## src/rtl/imem_responder_pkg.sv

```systemverilog
// Shared types and constants for the instruction-memory responder.
// Latency: n/a (declarations only).
// Backpressure: n/a.
package imem_responder_pkg;

    localparam int INSTR_W = 32;
    localparam logic [INSTR_W-1:0] ERR_DATA = 32'h0000_0000;

    typedef enum logic [1:0] {
        ST_IDLE = 2'd0,
        ST_WAIT = 2'd1,
        ST_RESP = 2'd2
    } state_t;

    // A fetch address is bad when it is not word aligned or its word index
    // falls past the end of the array.
    function automatic logic addr_is_bad(input logic [31:0] addr, input int depth);
        return (addr[1:0] != 2'b00) || ({2'b00, addr[31:2]} >= $unsigned(depth));
    endfunction

endpackage

```

## src/rtl/imem_array.sv

```systemverilog
// DEPTH x 32 instruction storage with one synchronous write and one async read.
// Latency: write lands at the clock edge; read is combinational.
// Backpressure: none; the array accepts a write every cycle.
module imem_array
    import imem_responder_pkg::*;
#(
    parameter int DEPTH = 64,
    parameter int AW    = $clog2(DEPTH)
) (
    input  logic               clk,
    input  logic               wr_en,
    input  logic [AW-1:0]      wr_addr,
    input  logic [INSTR_W-1:0] wr_data,
    input  logic [AW-1:0]      rd_addr,
    output logic [INSTR_W-1:0] rd_data
);

    logic [INSTR_W-1:0] mem [DEPTH];

    // Contents are deliberately not reset so boot-loaded code survives a reset.
    always_ff @(posedge clk) begin
        if (wr_en) begin
            mem[wr_addr] <= wr_data;
        end
    end

    // Read is combinational; the caller registers it on the same edge as any
    // write, which gives read-before-write on a same-index collision.
    assign rd_data = mem[rd_addr];

endmodule

```

## src/rtl/imem_responder.sv

```systemverilog
// Fetch responder: accepts one request at a time, returns the word after WAIT_CYCLES.
// Latency: accept at edge T -> rsp_valid in the cycle after edge T+WAIT_CYCLES.
// Backpressure: rsp held stable while rsp_ready=0; req_ready follows rsp_ready in RESP.
module imem_responder
    import imem_responder_pkg::*;
#(
    parameter int DEPTH       = 64,
    parameter int WAIT_CYCLES = 1,
    parameter int CNT_W       = 16
) (
    input  logic                     clk,
    input  logic                     reset,
    input  logic                     req_valid,
    output logic                     req_ready,
    input  logic [31:0]              req_addr,
    output logic                     rsp_valid,
    input  logic                     rsp_ready,
    output logic [31:0]              rsp_data,
    output logic                     rsp_err,
    input  logic                     ld_en,
    input  logic [$clog2(DEPTH)-1:0] ld_addr,
    input  logic [31:0]              ld_data,
    output logic [CNT_W-1:0]         rsp_count
);

    localparam int AW = $clog2(DEPTH);
    // With no wait states an accepted request goes straight to the response.
    localparam state_t ST_AFTER_ACCEPT = (WAIT_CYCLES > 0) ? ST_WAIT : ST_RESP;

    state_t             state, state_nxt;
    logic [3:0]         wait_cnt, wait_cnt_nxt;
    logic               accept;
    logic               rsp_fire;
    logic               bad_addr;
    logic [INSTR_W-1:0] rd_data;

    imem_array #(
        .DEPTH (DEPTH),
        .AW    (AW)
    ) u_array (
        .clk     (clk),
        .wr_en   (ld_en && reset),
        .wr_addr (ld_addr),
        .wr_data (ld_data),
        .rd_addr (req_addr[AW+1:2]),
        .rd_data (rd_data)
    );

    assign accept   = req_valid && req_ready;
    assign rsp_fire = rsp_valid && rsp_ready;
    assign bad_addr = addr_is_bad(req_addr, DEPTH);

    // Next-state, wait countdown and handshake outputs.
    always_comb begin
        state_nxt    = state;
        wait_cnt_nxt = wait_cnt;
        req_ready    = 1'b0;
        rsp_valid    = 1'b0;
        case (state)
            ST_IDLE: begin
                req_ready = 1'b1;
                if (req_valid) begin
                    state_nxt    = ST_AFTER_ACCEPT;
                    wait_cnt_nxt = 4'(WAIT_CYCLES);
                end
            end
            ST_WAIT: begin
                wait_cnt_nxt = wait_cnt - 4'd1;
                if (wait_cnt <= 4'd1) begin
                    state_nxt = ST_RESP;
                end
            end
            ST_RESP: begin
                rsp_valid = 1'b1;
                // A new request may only enter as the current response leaves.
                req_ready = rsp_ready;
                if (rsp_ready) begin
                    if (req_valid) begin
                        state_nxt    = ST_AFTER_ACCEPT;
                        wait_cnt_nxt = 4'(WAIT_CYCLES);
                    end else begin
                        state_nxt = ST_IDLE;
                    end
                end
            end
            default: begin
                state_nxt = ST_IDLE;
            end
        endcase
    end

    // State register and wait counter; reset drops any pending request.
    always_ff @(posedge clk) begin
        if (!reset) begin
            state    <= ST_IDLE;
            wait_cnt <= '0;
        end else begin
            state    <= state_nxt;
            wait_cnt <= wait_cnt_nxt;
        end
    end

    // Response word is captured at the accept edge so later loads cannot disturb it.
    always_ff @(posedge clk) begin
        if (!reset) begin
            rsp_data <= '0;
            rsp_err  <= 1'b0;
        end else if (accept) begin
            rsp_err  <= bad_addr;
            rsp_data <= bad_addr ? ERR_DATA : rd_data;
        end
    end

    // Completed-handshake counter, free-running wrap.
    always_ff @(posedge clk) begin
        if (!reset) begin
            rsp_count <= '0;
        end else if (rsp_fire) begin
            rsp_count <= rsp_count + CNT_W'(1);
        end
    end

endmodule

```

## config.mk

```make
export PLATFORM = sky130hd
export DESIGN_NAME = imem_responder
export DESIGN_NICKNAME = d
export VERILOG_FILES = /design/src/rtl/imem_responder_pkg.sv /design/src/rtl/imem_array.sv /design/src/rtl/imem_responder.sv
export SDC_FILE = /design/constraint.sdc
export NUM_CORES = 2
export LEC_CHECK = 0
export BUFFER_PORTS_ARGS = -buffer_cell sky130_fd_sc_hd__buf_2
export CAP_MARGIN = 20
export CORE_ASPECT_RATIO = 0.9
export CORE_MARGIN = 2
export CORE_UTILIZATION = 65
export CTS_CLUSTER_SIZE = 12
export DETAILED_ROUTE_END_ITERATION = 6
export PLACE_DENSITY = 0.81
export SETUP_SLACK_MARGIN = 0.05
export SLEW_MARGIN = 25
export SYNTH_ARGS = -nofsm -noshare
export SYNTH_HDL_FRONTEND = slang
export SYNTH_SLANG_ARGS = --single-unit
```

## constraint.sdc

```tcl
create_clock -name clk -period 5.1 [get_ports clk]
set_clock_uncertainty 0.15 [all_clocks]
set_input_delay 1.02 -clock clk [delete_from_list [all_inputs] [get_ports clk]]
set_output_delay 1.02 -clock clk [all_outputs]
set_load 0.02 [all_outputs]
```

==> reports/results.ini <==
[detailed_routing]
wl_per_cell_um = 37.0
via_count = 41700
viasPerCell = 7.26
dr.pass1.iters = 7
ant_nets = 0
wirelength_mm = 212
drc = 6
drtIter0Drc = 6969

[timing]
timing.final.crit_share_pct = 71.6
worst_pin_slew_ns = 1.15
rsz0062_at_grt = false
fin_crit_ns = 3.65
hold_viol = 0
relSlewSlack_pct = 23.2
tns_ns = 0
setup_viol = 0
fmax_ghz = 0.274
setup_ws_ns = 1.45
drv_slew = 0

[global_routing]
first_global_vias = 41800
grt_overflow = 0
grt_pass1_wl_mm = 303
grtUsageTotal_pct = 34.4
antenna_found_initial = 22
grt_max_degree = 89

[placed_design]
place_congestion = 0.871
dp_slack_ns = 0.502
portBuffers = 125
place_area_mm2 = 0.0839
dp_hpwl_mm = 116

[setup_path]
worstPathArrival_ns = 4.21
cp_data_required_time_ns = 5.66
crit_fanout = 54
start_kind = input port
critPathKind = input port to flip-flop
endpoint_kind = flip-flop

[power_and_ir_drop]
power.total_mw = 34.2
ir_worst_vdd_v = 0.000357
p_leak_nw = 28.9
powerDensity_mw_per_mm2 = 381

[finish]
drive_gt1_share_pct = 24.6
fin_util_pct = 73.2
fin_nets = 4058
area_growth_pct = 12.0
final_area_mm2 = 0.0897

[synthesis]
syn_nets = 3769
yosys.area.top_type = edfxtp_1
syn_inst = 3691
synth-edff-count = 2048
ys_seq_elements = 2103
synth_top_flop_cell = edfxtp_1
syn-mean-instance-area_um2 = 21.7
seq_area_frac_synth_pct = 78.1
synth_area_leaders = edfxtp_1 (77%), mux4_2 (12%), mux2i_1 (3.5%)
netlist.area_leader.share_pct = 76.8
netlist_area_mm2 = 0.0801
synthArstFlopShare_pct = 0
synth_cell_type_count = 51
synth_warnings = 0

[run_status]
status = complete, but fails checks
violations = design-rule violations

[floorplanning]
ioPinCount = 126
rows = 122
die_h_um = 337
initial_utilization_pct = 65.4
fp.coreArea_mm2 = 0.123
fp.dieW_um = 374
dieArea_mm2 = 0.126

[clocking]
cts_tree = yes
cts_buffer_depth = 3
clk_pin_slew_worst_paths_ns = 0.06
clk_latency_ns = 0.84
htree_num_levels = 4
root_buffer = clkbuf_16
clock_sinks = 2103
ctsResizeCount = 0
cts_setup_buffers = 0
holdBufCountCts = 0
cts_made_buffers = 198

[min_path]
hold_path_class = flip-flop to flip-flop

[flow_run]
drv_cap = 0

==> sequential cells by signal (all words and copies together) (netlist names) <==
name / count
u_array.mem: 2048
rsp_data: 32
state: 2
rsp_err: 1
wait_cnt: 4
rsp_count: 16
==> kinds of logic after synthesis <==
logic type	after synthesis	share of synthesized area (%)
simple gates	316	2.07
fa+ha+maj	3	0.0469
mux	710	15.4
buf+inv	219	1.36
flops	2103	78.1
xor+xnor	15	0.164
compound gates	325	2.80
==> placed cells by master (no fill, tap or decap), types with 63 or more instances in the layout <==
cell type	Yosys	final
clkbuf_16	0	203
a22oi_1	136	136
mux4_2	419	419
buf_4	11	154
edfxtp_1	2048	2048
mux2i_1	281	281
nor2_4	0	64
buf_2	87	105
clkbuf_1	80	109
o22ai_1	63	63
==> power breakdown <==
group | internal (mW) | switching, mW | total, mW | leakage (nW)
logic | 0.578 | 1.05 | 1.62 | 7.27
clock network | 7.44 | 6.07 | 13.5 | 2.74
registers | 19.0 | 0.0252 | 19.0 | 18.9
total | 27.0 | 7.14 | 34.2 | 28.9
==> final cells by class <==
cell class / instances / area [um2]
sequential: 2103 / 62600
fill: 6457 / 32900
multi-input combinational: 1369 / 17000
clock buffer: 317 / 5560
timing repair buffer: 291 / 2300
tap: 1612 / 2020
clock inverter: 16 / 161
inverter: 17 / 63.8
antenna: 13 / 32.5
==> per-stage QoR <==
stage	cells	hold WS, ns
floorplan	3691	0.333
global placement	5389	0.330
detailed placement	5392	0.350
CTS	5725	0.361
global route	5726	0.382
finish	5738	0.358
==> path summary, 6_finish.rpt <==
| path | endpoint | cells after the start | slack, ns | startpoint |
|---|---|---|---|---|
| setup / recovery | rsp_data[28] | 8 | 1.45 | req_addr[2] |
| hold / removal | rsp_count[14] | 2 | 0.36 | rsp_count[14] |
| setup reg to reg | rsp_data[28] | 6 | 2.04 | u_array.mem[1][28] |
| hold reg to reg | rsp_count[14] | 2 | 0.36 | rsp_count[14] |
==> layer usage <==
layer / wire length (um) / global-route usage, % / up-vias / share of wire, %
li1: - / - / 16100 / -
met3: 28900 / 9.13 / 607 / 14
met1: 71400 / 45.7 / 21400 / 34
met4: 9380 / 14.9 / 18 / 4.4
met2: 103000 / 54.7 / 3542 / 48
met5: 98 / 0.377 / - / 0.046
==> cells in the mapped netlist, drive strengths merged (24+ instances only) <==
cell and count:
nand4 36, a22oi 136, nor2 102, o21ai 26, or3 24, buf 122, a21oi 38, dfxtp 55
o22ai 63, clkbuf 80, nand2 44, mux4 419, nor2b 47, edfxtp 2048, mux2i 281
==> worst max-delay path, stage by stage <==
cell and delay, ns:
buf_8 0.29, buf_12 0.40, mux4_2 0.57, nor2b_1 0.14, a2111oi_0 0.59, a21oi_1 0.15, a32oi_1 0.60, or3b_1 0.40
(Power assumes the default switching activity.)
